--- src/rtl/riscv_test_monitor.sv ---
// End-of-test monitor for riscv-tests: watches PC and gp (x3) and reports pass/fail/timeout.
// Optional tohost write detection is enabled with `define MONITOR_TOHOST_EN.
module riscv_test_monitor #(
  parameter int              XLEN          = 32,
  parameter logic [XLEN-1:0] HALT_PC       = XLEN'(32'h44),
  parameter int              SETTLE_CYCLES = 2,
  parameter int              TIMEOUT_TICKS = 5000,
  parameter int              CNT_W         = 16
`ifdef MONITOR_TOHOST_EN
  ,
  parameter logic [31:0]     TOHOST_ADDR   = 32'h1000
`endif
) (
  input  logic             clk,
  input  logic             rst,
  input  logic             start,
  input  logic [XLEN-1:0]  pc_i,
  input  logic [XLEN-1:0]  gp_i,
`ifdef MONITOR_TOHOST_EN
  input  logic             tohost_we,
  input  logic [31:0]      tohost_addr,
  input  logic [XLEN-1:0]  tohost_data,
`endif
  output logic             busy,
  output logic             done,
  output logic             passed,
  output logic             failed,
  output logic             timed_out,
  output logic [XLEN-2:0]  fail_test_num,
  output logic [CNT_W-1:0] cycle_count
);

  typedef enum logic [1:0] {S_IDLE, S_RUN, S_CHECK, S_DONE} state_t;

  state_t           r_state, w_state_d;
  logic [3:0]       r_match, w_match_d, w_match_inc;
  logic [CNT_W-1:0] r_cnt, w_cnt_d;
  logic [XLEN-2:0]  r_ftn, w_ftn_d;
  logic             r_busy, r_done, r_pass, r_fail, r_to;
  logic             w_busy_d, w_done_d, w_pass_d, w_fail_d, w_to_d;
  logic             w_tohost_hit, w_tohost_pass;
  logic [XLEN-2:0]  w_tohost_num;

  function automatic logic [CNT_W-1:0] sat_inc(input logic [CNT_W-1:0] v);
    return (&v) ? v : v + 1'b1;
  endfunction

`ifdef MONITOR_TOHOST_EN
  assign w_tohost_hit  = tohost_we && (tohost_addr == TOHOST_ADDR) && tohost_data[0];
  assign w_tohost_pass = (tohost_data == XLEN'(1));
  assign w_tohost_num  = tohost_data[XLEN-1:1];
`else
  assign w_tohost_hit  = 1'b0;
  assign w_tohost_pass = 1'b0;
  assign w_tohost_num  = '0;
`endif

  // A PC that drops off HALT_PC restarts the settle count from zero.
  assign w_match_inc = (pc_i == HALT_PC) ? r_match + 4'd1 : 4'd0;

  always_comb begin
    w_state_d = r_state;
    w_match_d = r_match;
    w_cnt_d   = r_cnt;
    w_ftn_d   = r_ftn;
    w_busy_d  = r_busy;
    w_done_d  = r_done;
    w_pass_d  = r_pass;
    w_fail_d  = r_fail;
    w_to_d    = r_to;
    case (r_state)
      S_IDLE, S_DONE: begin
        if (start) begin
          w_state_d = S_RUN;
          w_match_d = '0;
          w_cnt_d   = '0;
          w_ftn_d   = '0;
          w_busy_d  = 1'b1;
          w_done_d  = 1'b0;
          w_pass_d  = 1'b0;
          w_fail_d  = 1'b0;
          w_to_d    = 1'b0;
        end
      end
      S_RUN: begin
        w_match_d = w_match_inc;
        w_cnt_d   = sat_inc(r_cnt);
        // Priority: tohost write, then settled PC match, then timeout.
        if (w_tohost_hit) begin
          w_state_d = S_DONE;
          w_busy_d  = 1'b0;
          w_done_d  = 1'b1;
          w_pass_d  = w_tohost_pass;
          w_fail_d  = !w_tohost_pass;
          if (!w_tohost_pass) w_ftn_d = w_tohost_num;
        end else if (w_match_inc == 4'(SETTLE_CYCLES)) begin
          w_state_d = S_CHECK;
        end else if (r_cnt == CNT_W'(TIMEOUT_TICKS - 1)) begin
          w_state_d = S_DONE;
          w_cnt_d   = r_cnt;
          w_busy_d  = 1'b0;
          w_done_d  = 1'b1;
          w_to_d    = 1'b1;
        end
      end
      S_CHECK: begin
        w_state_d = S_DONE;
        w_busy_d  = 1'b0;
        w_done_d  = 1'b1;
        if (gp_i == XLEN'(1)) begin
          w_pass_d = 1'b1;
        end else begin
          w_fail_d = 1'b1;
          w_ftn_d  = gp_i[XLEN-1:1];
        end
      end
      default: w_state_d = S_IDLE;
    endcase
  end

  always_ff @(posedge clk) begin
    if (rst) begin
      r_state <= S_IDLE;
      r_match <= '0;
      r_cnt   <= '0;
      r_ftn   <= '0;
      r_busy  <= 1'b0;
      r_done  <= 1'b0;
      r_pass  <= 1'b0;
      r_fail  <= 1'b0;
      r_to    <= 1'b0;
    end else begin
      r_state <= w_state_d;
      r_match <= w_match_d;
      r_cnt   <= w_cnt_d;
      r_ftn   <= w_ftn_d;
      r_busy  <= w_busy_d;
      r_done  <= w_done_d;
      r_pass  <= w_pass_d;
      r_fail  <= w_fail_d;
      r_to    <= w_to_d;
    end
  end

  assign busy          = r_busy;
  assign done          = r_done;
  assign passed        = r_pass;
  assign failed        = r_fail;
  assign timed_out     = r_to;
  assign fail_test_num = r_ftn;
  assign cycle_count   = r_cnt;

endmodule
--- config.mk ---
export PLATFORM = sky130hd
export DESIGN_NAME = riscv_test_monitor
export DESIGN_NICKNAME = d
export VERILOG_FILES = /design/src/rtl/riscv_test_monitor.sv
export SDC_FILE = /design/constraint.sdc
export NUM_CORES = 1
export LEC_CHECK = 0
export CORE_MARGIN = 2
export CORE_UTILIZATION = 46
export DETAILED_ROUTE_END_ITERATION = 8
export GPL_ROUTABILITY_DRIVEN = 1
export PLACE_DENSITY = 0.82
export SLEW_MARGIN = 40
export SYNTH_ARGS = -nofsm -noshare
export SYNTH_HDL_FRONTEND = slang
export SYNTH_SLANG_ARGS = --single-unit
--- constraint.sdc ---
create_clock -name clk -period 3.63 [get_ports clk]
set_clock_uncertainty 0.2 [all_clocks]
set_input_delay 0.363 -clock clk [delete_from_list [all_inputs] [get_ports clk]]
set_output_delay 0.363 -clock clk [all_outputs]
set_load 0.05 [all_outputs]
==> results by group <==
CTS
  • CTS resizes: 0
  • CTS tree: yes
  • Clock sink total: 58
  • CTS buffer count: 9
  • Setup bufs post-CTS: 0
  • Root Buffer: clkbuf_8
  • CTS Buffer Depth: 2
  • Skew-Pair Late Insertion Delay: roughly 0.33 ns
  • CTS H-Tree Depth: 3
  • # hold bufs at CTS: 0
  • Worst-path clk slew: 0.07 ns

Critical path
  • Crit path to: cycle_count[2]
  • R2R cell count: 7
  • Reg2reg setup slack: 1.04 ns
  • Worst setup EP type: register
  • Required @ worst endpoint: around 3.7 ns
  • Reg-to-Reg End: cycle_count[2]
  • Crit path from: r_state[1]
  • CP Class: reg -> reg
  • Worst path arrival time: approximately 2.6 ns
  • Worst-path maximum fanout: 16
  • Worst R2R Start: r_state[1]
  • Worst setup SP type: register

Drt
  • Routed len/inst: 16.7 microns
  • Routed WL: around 8.6 mm
  • Drt first pass iters: 6
  • DR iter-0 viols: 190
  • Via count: 3070
  • DR vias/cell: 5.98
  • Final antenna-violating net count: 0
  • DR DRC count: 0

Yosys
  • Average size of a mapped cell: slightly below 9 sq um
  • Yosys cell types: 53
  • Synth Warn #: 0
  • Post-synth EDFFs: 0
  • Post-Syn Nets: a little under 400
  • Cell count after synthesis: about 320
  • Number of synthesized register bits: just under 60
  • Synth Flop Type: dfxtp_1
  • Ys async rst share: 0%
  • Cell Area, Synth: roughly 2800 sq um
  • Part of the Yosys area used for sequential elements: roughly two fifths

Final layout
  • Share of cells above drive strength 1: 6.16%
  • Number of diodes: 0
  • # fillers: around 440
  • Post-layout nets: just over 500
  • Area grow syn2layout: 50.2%

Power
  • LEAKAGE: between 0.001 and 0.0015 uW
  • Worst-case vdd ir drop: ~360 uV
  • Power per cell area: between 500 and 600 nW/um^2

Die
  • # rows: 28
  • Die ar.: ~6700 sq um
  • Initial Utilization: between 40 and 50%
  • DIE HEIGHT: a little over 80 microns
  • Chip width: slightly above 80 microns
  • Ports: 119
  • Core Footprint: a little under 6000 sq um

Status
  • Status: finished clean

GRT
  • Largest net degree at the start of global routing: 60
  • Global-route wire length before repair: roughly 13 mm
  • Vias in the first global route: roughly 2900
  • GR met3 Demand/Resource: under 10%
  • Grt peak-use layer: met2
  • GRT overflow: 0
  • Met1 usage: around a third
  • Overall Global Routing Usage: roughly 26%
  • Antenna violations before repair: 0
  • Global routing usage on met2: ~43%

Timing
  • Slew Limit Fails: 0
  • Worst-margin pin slew: around 0.66 ns
  • Slew headroom: a little under three fifths
  • Finish-stage setup viols: 0
  • Fmax: 386 MHz
  • Final count of hold timing violations: 0
  • RSZ-0062 raised after global routing: no
  • Crit path time final: around 2.6 ns
  • Fin crit share: a little under three quarters
  • Final worst setup slack: slightly above 1 ns
  • Setup_tns: 0 ns

Placed design
  • Final Wtd Congestion: 0.866
  • Port Buf Inserts: around 120
  • DP Worst Slack: 0.887 ns
  • Dpl hpwl: 6.03 mm

Hold path
  • HP Class: reg -> reg

Job
  • Max-Cap Viols: 0
worst max-delay path, cell delays in order, from the launching register on:
cell and delay [ns]:
dfxtp_1 0.32, inv_1 0.08, ha_1 0.17, inv_1 0.22, o21ai_1 0.51, o31a_1 0.66
a22oi_1 0.19, o311ai_0 0.14
cells in the final DEF, fill, tap and decap left out, types with 4 or more instances in the layout:
cell type	synthesis	final
nand4b_1	5	5
clkbuf_8	0	10
a21oi_1	15	15
o21ai_0	8	8
nor4_1	16	16
nand3_1	9	9
clkdlybuf4s50_1	0	117
nor2_1	46	46
nand4_1	11	11
and4_1	7	7
nor3_1	6	6
nor4b_1	6	6
inv_1	10	10
ha_1	4	4
dfxtp_1	58	58
nand2_1	15	15
a22oi_1	33	33
power by group:
part           switching [uW]  internal [uW]  leakage (uW)
registers                38.3            703      0.000469
clock network             261            329     0.0000941
logic                     589            323      0.000824
synthesized netlist by cell type (all sizes together), types with 2 or more instances:
cell type / count / share of area (%)
a21oi: 15 / 2.7
a221oi: 2 / 0.85
a22oi: 33 / 8.8
a311oi: 2 / 0.62
a31oi: 4 / 1.4
and2: 3 / 0.67
and3: 3 / 0.67
and4: 7 / 2.2
buf: 9 / 1.8
clkbuf: 12 / 1.6
dfxtp: 58 / 41
ha: 4 / 1.8
inv: 10 / 1.3
mux2i: 2 / 0.71
nand2: 16 / 2.2
nand2b: 3 / 0.67
nand3: 9 / 1.6
nand4: 11 / 2.5
nand4b: 5 / 1.6
nor2: 46 / 6.2
nor3: 6 / 1.1
nor4: 17 / 4.0
nor4b: 6 / 1.9
o21a: 3 / 0.80
o21ai: 12 / 2.3
o221ai: 3 / 0.94
o31ai: 3 / 1.5
o32ai: 3 / 0.94
or3: 2 / 0.45
or4: 2 / 0.54
how the worst min path moves through the flow:
stage                from         end  cells past startpoint
6_report             busy        busy                      2
5_1_grt            failed      failed                      1
4_1_cts              busy        busy                      2
3_5_place_dp         busy        busy                      2
3_3_place_gp       failed      failed                      1
2_1_floorplan  r_state[1]  r_state[1]                      2
cell type report:
type,instances,area [sq um],share of cell area (%)
multi-input combinational,235,1520,36.1
timing repair buffer,120,1210,28.6
sequential,58,1160,27.6
clock buffer,10,138,3.27
tap,75,93.8,2.23
clock inverter,5,55.1,1.31
inverter,10,37.5,0.892
sequential cells by signal (all words and copies together), names as in the netlist:
register       cells
fail_test_num     31
busy               1
r_match            4
done               1
timed_out          1
cycle_count       16
failed             1
r_state            2
passed             1
per-layer routing:
| metal | wire [microns] | up-vias |
|---|---|---|
| met5 | 0 | - |
| met4 | 217 | 0 |
| met3 | 476 | 21 |
| met2 | 4270 | 111 |
| met1 | 3620 | 1469 |
| li1 | - | 1469 |
stage by stage:
stage               std cells  hold WS [ns]  util, %  power (uW)  area, sq um
floorplan                 324         0.263        -        1350         2800
global placement          498         0.249     67.8        1640         4020
detailed placement        498         0.272     67.9        1660         4020
CTS                       513         0.281     71.1        2240         4210
global route              513         0.311     71.1        2350         4210
finish                    513         0.277     71.1        2240         4210
logic make-up (layout without fill, tap and decap cells):
logic type	count (synthesis)	in the layout	synth area share, %
flops	58	58	41.4
buf+inv	31	145	4.73
compound gates	91	91	24.4
simple gates	138	138	27.0
fa+ha+maj	4	4	1.78
mux	2	2	0.714
Note: power is estimated with default switching activity, not from simulation.
